===== src/rtl/word_framer_duplex.sv =====
// ============================================================================
// Module  : word_framer_duplex
// Brief   : Full-duplex word <-> byte framer between a word interface and UART.
// Revision: 1.0 - initial release
// ============================================================================
`default_nettype none

module word_framer_duplex #(
  parameter int WORD_SIZE  = 12,
  parameter int UART_WIDTH = 8,
  parameter int MSB_FIRST  = 0,
  parameter int RX_TIMEOUT = 1024
) (
  input  logic                  clk,
  input  logic                  rst,
  input  logic                  tx_word_valid,
  input  logic [WORD_SIZE-1:0]  tx_word,
  output logic                  tx_word_ready,
  output logic                  rx_word_valid,
  output logic [WORD_SIZE-1:0]  rx_word,
  output logic                  rx_timeout_err,
  output logic                  txByteStart,
  output logic [UART_WIDTH-1:0] byteForTx,
  input  logic                  txByteDone,
  input  logic                  rxByteValid,
  input  logic [UART_WIDTH-1:0] byteFromRx
);

  localparam int COUNT = (WORD_SIZE + UART_WIDTH - 1) / UART_WIDTH;
  localparam int BUF_W = COUNT * UART_WIDTH;
  localparam int CNT_W = (COUNT > 1) ? $clog2(COUNT) : 1;
  localparam int TO_W  = $clog2(RX_TIMEOUT + 1);
  localparam logic [CNT_W-1:0] LAST_IDX = CNT_W'(COUNT - 1);
  localparam logic [TO_W-1:0]  TO_LIMIT = TO_W'(RX_TIMEOUT);

  typedef enum logic [1:0] {
    TX_IDLE  = 2'd0,
    TX_START = 2'd1,
    TX_WAIT  = 2'd2
  } tx_state_t;

  typedef enum logic [0:0] {
    RX_IDLE    = 1'b0,
    RX_COLLECT = 1'b1
  } rx_state_t;

  // ---------------------------------------------------------------- TX path
  tx_state_t             tx_state_q, tx_state_d;
  logic [CNT_W-1:0]      tx_cnt_q, tx_cnt_d;
  logic [BUF_W-1:0]      tx_buf_q, tx_buf_d;
  logic [BUF_W-1:0]      w_tx_word_ext;
  logic [CNT_W-1:0]      w_tx_slot;
  logic [UART_WIDTH-1:0] w_tx_byte;

  generate
    if (BUF_W > WORD_SIZE) begin : g_tx_pad
      assign w_tx_word_ext = {{(BUF_W - WORD_SIZE){1'b0}}, tx_word};
    end else begin : g_tx_nopad
      assign w_tx_word_ext = tx_word;
    end
  endgenerate

  assign w_tx_slot = (MSB_FIRST != 0) ? (LAST_IDX - tx_cnt_q) : tx_cnt_q;

  always_comb begin
    w_tx_byte = '0;
    for (int i = 0; i < COUNT; i++) begin
      if (w_tx_slot == CNT_W'(i)) w_tx_byte = tx_buf_q[i*UART_WIDTH +: UART_WIDTH];
    end
  end

  always_comb begin
    tx_state_d    = tx_state_q;
    tx_cnt_d      = tx_cnt_q;
    tx_buf_d      = tx_buf_q;
    tx_word_ready = 1'b0;
    txByteStart   = 1'b0;
    byteForTx     = w_tx_byte;
    case (tx_state_q)
      TX_IDLE: begin
        tx_word_ready = 1'b1;
        if (tx_word_valid) begin
          tx_buf_d   = w_tx_word_ext;
          tx_cnt_d   = '0;
          tx_state_d = TX_START;
        end
      end
      TX_START: begin
        txByteStart = 1'b1;
        tx_state_d  = TX_WAIT;
      end
      TX_WAIT: begin
        if (txByteDone) begin
          if (tx_cnt_q == LAST_IDX) begin
            tx_state_d = TX_IDLE;
          end else begin
            tx_cnt_d   = tx_cnt_q + CNT_W'(1);
            tx_state_d = TX_START;
          end
        end
      end
      default: tx_state_d = TX_IDLE;
    endcase
  end

  always_ff @(posedge clk) begin
    if (rst) begin
      tx_state_q <= TX_IDLE;
      tx_cnt_q   <= '0;
      tx_buf_q   <= '0;
    end else begin
      tx_state_q <= tx_state_d;
      tx_cnt_q   <= tx_cnt_d;
      tx_buf_q   <= tx_buf_d;
    end
  end

  // ---------------------------------------------------------------- RX path
  rx_state_t            rx_state_q, rx_state_d;
  logic [CNT_W-1:0]     rx_cnt_q, rx_cnt_d;
  logic [TO_W-1:0]      rx_to_q, rx_to_d;
  logic [BUF_W-1:0]     rx_buf_q, rx_buf_d;
  logic [BUF_W-1:0]     w_rx_buf_ins;
  logic [CNT_W-1:0]     w_rx_slot;
  logic [WORD_SIZE-1:0] rx_word_q, rx_word_d;
  logic                 rx_valid_q, rx_valid_d;
  logic                 rx_err_q, rx_err_d;

  assign w_rx_slot = (MSB_FIRST != 0) ? (LAST_IDX - rx_cnt_q) : rx_cnt_q;

  always_comb begin
    w_rx_buf_ins = rx_buf_q;
    for (int i = 0; i < COUNT; i++) begin
      if (w_rx_slot == CNT_W'(i)) w_rx_buf_ins[i*UART_WIDTH +: UART_WIDTH] = byteFromRx;
    end
  end

  // A byte takes priority over an expiring timeout in the same cycle.
  always_comb begin
    rx_state_d = rx_state_q;
    rx_cnt_d   = rx_cnt_q;
    rx_to_d    = rx_to_q;
    rx_buf_d   = rx_buf_q;
    rx_word_d  = rx_word_q;
    rx_valid_d = 1'b0;
    rx_err_d   = 1'b0;
    if (rxByteValid) begin
      rx_buf_d = w_rx_buf_ins;
      rx_to_d  = '0;
      if (rx_cnt_q == LAST_IDX) begin
        rx_word_d  = w_rx_buf_ins[WORD_SIZE-1:0];
        rx_valid_d = 1'b1;
        rx_cnt_d   = '0;
        rx_state_d = RX_IDLE;
      end else begin
        rx_cnt_d   = rx_cnt_q + CNT_W'(1);
        rx_state_d = RX_COLLECT;
      end
    end else if (rx_state_q == RX_COLLECT) begin
      if (rx_to_q == TO_LIMIT) begin
        rx_err_d   = 1'b1;
        rx_cnt_d   = '0;
        rx_to_d    = '0;
        rx_state_d = RX_IDLE;
      end else begin
        rx_to_d = rx_to_q + TO_W'(1);
      end
    end
  end

  always_ff @(posedge clk) begin
    if (rst) begin
      rx_state_q <= RX_IDLE;
      rx_cnt_q   <= '0;
      rx_to_q    <= '0;
      rx_buf_q   <= '0;
      rx_word_q  <= '0;
      rx_valid_q <= 1'b0;
      rx_err_q   <= 1'b0;
    end else begin
      rx_state_q <= rx_state_d;
      rx_cnt_q   <= rx_cnt_d;
      rx_to_q    <= rx_to_d;
      rx_buf_q   <= rx_buf_d;
      rx_word_q  <= rx_word_d;
      rx_valid_q <= rx_valid_d;
      rx_err_q   <= rx_err_d;
    end
  end

  assign rx_word        = rx_word_q;
  assign rx_word_valid  = rx_valid_q;
  assign rx_timeout_err = rx_err_q;

endmodule

`default_nettype wire


===== config.mk =====
export PLATFORM = sky130hd
export DESIGN_NAME = word_framer_duplex
export DESIGN_NICKNAME = d
export VERILOG_FILES = /design/src/rtl/word_framer_duplex.sv
export SDC_FILE = /design/constraint.sdc
export NUM_CORES = 1
export LEC_CHECK = 0
export BUFFER_PORTS_ARGS = -buffer_cell sky130_fd_sc_hd__buf_4
export CORE_UTILIZATION = 40
export CTS_CLUSTER_SIZE = 40
export DETAILED_ROUTE_END_ITERATION = 8
export PLACE_DENSITY = 0.67
export SYNTH_ARGS = -nofsm -noshare
export SYNTH_HDL_FRONTEND = slang
export SYNTH_SLANG_ARGS = --single-unit
export TNS_END_PERCENT = 10

===== constraint.sdc =====
create_clock -name clk -period 1.74 [get_ports clk]
set_clock_uncertainty 0.05 [all_clocks]
set_input_delay 0.087 -clock clk [delete_from_list [all_inputs] [get_ports clk]]
set_output_delay 0.087 -clock clk [all_outputs]
set_load 0.005 [all_outputs]

==> Word-level counts from Yosys, hierarchy flattened <==
Cells that the tools add are included.
{ "totals": {"reg_bits": 54, "in_bits": 25, "output_inout_bits": 24, "wordCells": 56} }
{ "op_classes": {"add_sub_neg": 3, "n_eq_ne": 5, "mux": 24, "n_bitwise": 2, "n_reduce_logical": 12} }
{ "op_table": {"columns": ["cell", "n"], "rows": [
  ["two-way mux 1 bit", 16],
  ["two-way mux 8 bit", 2],
  ["adder 11 x 1 -> 11 bit (second input constant)", 1],
  ["equality test 11 bit (second input constant)", 1],
  ["two-way mux 11 bit", 1],
  ["AND reduction 2 bit", 4],
  ["case mux 2 bit (3 select lines)", 1],
  ["nonzero test 2 bit", 3],
  ["two-way mux 2 bit", 2],
  ["two-way mux 4 bit", 1],
  ["inequality test 2 bit (second input constant)", 2],
  ["OR reduction 2 bit", 2],
  ["AND reduction 3 bit", 1],
  ["OR reduction 3 bit", 1],
  ["adder 1 bit (second input constant)", 2],
  ["equality test 2 x 1 -> 1 bit (second input constant)", 1],
  ["equality test 2 bit (second input constant)", 1],
  ["zero test 2 bit", 1],
  ["inverter 1 bit", 2],
  ["case mux 1 bit (2 select lines)", 1]
]} }

==> Longest topological paths before layout <==
{ "logic_depth": {"word_depth": 4, "ltp_mapped": 6, "depth_no_buf": 5} }

==> Worst setup path before layout <==
OpenSTA, ideal clock, no wires.
{ "synth_path": {"path_kind": "reg2reg", "start": "reg rx_to_q[0]", "end": "reg rx_to_q[10]", "setup_ns": 0.125, "t_arrival_ns": 1.596, "required_time_ns": 1.565, "slack_ns": -0.031, "path_stages_with_launch": 7, "n_path_buf": 1, "synth_period_minus_slack_ns": 1.771, "cell_sequence": "dfxtp_1 -> inv_1 -> ha_1 -> or4bb_4 -> o41ai_4 -> buf_6 -> a21oi_1"} }
{ "synth_between": {"elab_chain_cells": 2, "word_cells_on_any_way": 3, "cone_classes": "1 x add/sub; 1 x eq/ne; 1 x mux"} }
{ "synth_rtl": {"columns": ["item", "line", "source"], "rows": [
  ["start: declaration", "121", "logic [TO_W-1:0] rx_to_q, rx_to_d;"],
  ["start signal: assignment", "183", "rx_to_q <= rx_to_d;"],
  ["adder 11 x 1 -> 11 bit / equality test 11 bit (equally long branches)", "166, 160", null],
  ["two-way mux 11 bit (*)", "160", "if (rx_to_q == TO_LIMIT) begin"]
]} }
Mark *: on every way between the ends. The rest lies on a longest branch, timed or not.
A chain may end at the register's enable or synchronous reset.

==> Worst setup path in the final report <==
{ "layout_path": {"start": "reg rx_to_q[1]", "end": "reg rx_to_q[2]"} }
The elaborated chain is that of the path after synthesis.

==> metrics.md <==
| Metric | Value |
|---|---|
| # fillers | `448` |
| Worst-path maximum fanout | `5` |
| Avg WL per Cell | `between 10 and 15 um` |
| Area Growth Syn to Fin | `40.2%` |
| Clk pwr share | `34.1%` |
| Vias | `1802` |
| Register area | `1000 sq um` |
| Internal power | `1.78 mW` |
| Layout cells sized above 1 | `approximately 29%` |
| Flop pwr share | `52.8%` |
| Port bufs | `between 40 and 50` |
| Leakage | `1.15 nW` |
| Gpl congestion | `roughly 0.8` |
| Antenna Cells | `0` |
| First-pass DRT Iterations | `4` |
| Max Cap Viol | `0` |
| Logic pwr share | `13.1%` |
| Sw Pwr | `0.525 mW` |
| Flops & latches, synth | `50` |
| Drt first-iter violations | `57` |
| Synth async-reset ratio | `0%` |
| Syn Std Cell Area | `2030 sq um` |
| Largest net degree at the start of global routing | `26` |
| CTS buffer count | `5` |
| Post-synthesis average cell area | `~9 sq um` |
| I/O Pins | `just under 50` |
| All-Layer GR Usage | `roughly 18%` |
| Detail Route Antenna Nets | `0` |
| R2R depth | `6` |
| Multi-input combinational cell area | `973 sq um` |
| Sequential area share after synthesis | `49.3%` |
| Worst-path clk slew | `0.09 ns` |
| List of most frequent post-synthesis cells | `dfxtp_1, nand2_1, a21oi_1` |
| Placed cells | `342` |
| CP Launch Type | `flip-flop` |
| Pwr Density | `811 nW/um^2` |
| Global route total overflow | `0` |
| RSZ-0062 raised after global routing | `yes` |
| Final setup viols | `12` |
| RR Startpoint | `rx_to_q[1]` |
| Layout Nets | `331` |
| Cell with the most instances after synthesis | `dfxtp_1` |
| Post-route DRC | `0` |
| Switch share | `22.7%` |
| Crit. End Element | `flip-flop` |
| Worst-margin pin slew | `0.536 ns` |
| Drt via density | `4.84` |
| Synth Instances | `231` |
| FMAX | `564 MHz` |
| Vias in the first global route | `about 1700` |
| Setup WS pre-CTS | `-0.00996 ns` |
| Die Height | `around 73 um` |
| Cell variety after synth | `34` |
| CTS tree | `done` |
| Total power | `approximately 2.3 mW` |
| HP Class | `input port to flip-flop` |
| Required time of the critical path | `between 1.5 and 2 ns` |
| Syn nets | `258` |
| Site row count | `25` |
| Final WS setup | `-0.0335 ns` |
| Sinks on Clock Net | `50` |
| Worst hold endpoint | `rx_word[6]` |
| Clk Tree Root Cell | `clkbuf_8` |
| First-pass GRT wire length | `between 7 and 8 mm` |
| Die width | `73.3 um` |
| CP arrival | `1.92 ns` |
| Ys flop type | `dfxtp_1` |
| Top-area cell type share of the netlist area | `49.3%` |
| Initial core utilization | `42.2%` |
| Number of flops mapped to enable cells by yosys | `0` |
| CORE AREA | `about 4800 sq um` |
| Hold_sp | `rst` |
| Crit Path Class | `flip-flop to flip-flop` |
| Fin. max-slew vios | `0` |
| Status | `finished with violations` |
| Max VDD drop | `between 0.0004 and 0.0005 V` |
| Area leader, netlist | `dfxtp_1` |
| H-tree depth | `2` |
| Post-DP HPWL | `about 3.0 mm` |
| Post-route minimum period | `1.77 ns` |
| Worst slew margin | `64.2%` |
| FF-to-FF setup slack | `-0.03 ns` |
| Final Hold Viols | `0` |
| Worst hold stages | `2` |
| Warnings from Yosys | `0` |
| Failing checks | `negative setup slack` |
| Synth area leaders | `dfxtp_1, nand2_1, a21oi_1` |
| RR Endpoint | `rx_to_q[2]` |
| Die Area | `5370 sq um` |
| Initial antenna violation count | `0` |
| Clk_lat worst skew | `~0.3 ns` |
| Final WL | `4.48 mm` |
| CTS Buffer Depth | `2` |
| Final Non-Filler Cells | `372` |
| Crit share post-route | `102%` |
-- layout make-up --
type | instances | area share (%)
Clock buffer | 5 | 2.42
Sequential cell | 50 | 35.2
Multi-Input combinational cell | 161 | 34.2
Clock inverter | 3 | 1.41
Inverter | 6 | 0.791
Timing Repair Buffer | 80 | 23.1
Tap cell | 67 | 2.94
-- per-stage QoR --
step | area (sq um) | TNS [ns] | utilization (%) | hold slack (ns)
after floorplan | 2030 | 0 | - | 0.109
after global placement | 2480 | 0 | 51.6 | 0.267
after detailed placement | 2480 | -0.0388 | 51.6 | 0.268
after CTS | 2800 | -0.155 | 58.2 | 0.0195
after global routing | 2850 | -1.03 | 59.1 | 0.0407
final | 2850 | -0.213 | 59.1 | 0.0277
-- logic make-up after synthesis --
group / count (synthesis) / synth area share (%)
xor+xnor: 4 / 1.72
fa+ha+maj: 2 / 1.23
compound gates: 41 / 11.8
simple gates: 97 / 22.7
mux: 17 / 8.62
buf+inv: 20 / 4.68
flops: 50 / 49.3
-- how the worst max path moves through the flow --
stage | slack (ns) | end | from
2_1_floorplan | 0.05 | rx_to_q[10] | rx_to_q[0]
6_report | -0.03 | rx_to_q[2] | rx_to_q[1]
3_5_place_dp | -0.01 | rx_to_q[9] | rx_to_q[0]
4_1_cts | -0.02 | rx_to_q[9] | rx_to_q[1]
3_3_place_gp | 0.05 | rx_to_q[9] | rx_to_q[0]
5_1_grt | -0.10 | rx_to_q[2] | rx_to_q[1]
-- per-layer routing --
| layer | part of all wire (%) | global-route usage [%] | wire length [um] | vias to the layer above |
|---|---|---|---|---|
| met2 | 49 | 31.6 | 2190 | 37 |
| met3 | 4.3 | 4.39 | 194 | 6 |
| met1 | 45 | 20.4 | 2030 | 837 |
| met5 | 0 | 0 | 0 | - |
| li1 | - | - | - | 922 |
| met4 | 1.4 | 6.54 | 64 | 0 |
-- worst max-delay path: stages (launching register included) --
cell and delay (ns):
dfxtp_2 0.33, inv_2 0.07, ha_4 0.12, or4bb_4 0.48, o41ai_4 0.38, buf_4 0.20, nor2_1 0.05
-- flip-flops by register name (all words and copies together), names as in the netlist --
| signal | flops |
|---|---|
| rx_buf_q | 8 |
| rx_cnt_q | 1 |
| rx_word | 12 |
| rx_timeout_err | 1 |
| tx_state_q | 2 |
| tx_cnt_q | 1 |
| rx_to_q | 11 |
| tx_buf_q | 12 |
| rx_word_valid | 1 |
| rx_state_q | 1 |
-- power by group through the flow --
stage               clock, mW  combinational [mW]  sequential (mW)
global placement            0               0.253             1.24
global route            0.861               0.332             1.23
CTS                     0.814               0.294             1.22
floorplan                   0               0.148             1.24
detailed placement          0               0.256             1.25
finish                  0.787               0.302             1.22
-- what timing repair did --
item | 4_1_cts | 5_1_grt
resized for setup | 0 | 13
hold endpoints to repair | 24 | 0
setup buffers | 0 | 1
pin swaps | 0 | 5
endpoints found under the setup margin | 11 | 13
gates cloned | 0 | 0
hold buffers | 21 | 0
-- layout by cell type, fill, tap and decap left out, drive strengths merged --
master       count
buf             59
dfxtp           50
nand2           45
a21oi           29
nor2            22
dlygate4sd3     21
mux2i           13
nor2b            7
o21ai            6
inv              6
or3              5
nand4            5
clkbuf           5
mux2             4
xor2             3
or4              3
o31ai            2
nand3            2
clkinv           2
ha               2
and2             1
nand2b           1
or2              1
or4bb            1
nor4             1
nor3b            1
nand3b           1
o21a             1
nor3             1
o311ai           1
o41ai            1
o22ai            1
xnor2            1
bufinv           1
No activity file was read; power rests on OpenSTA's default activity.
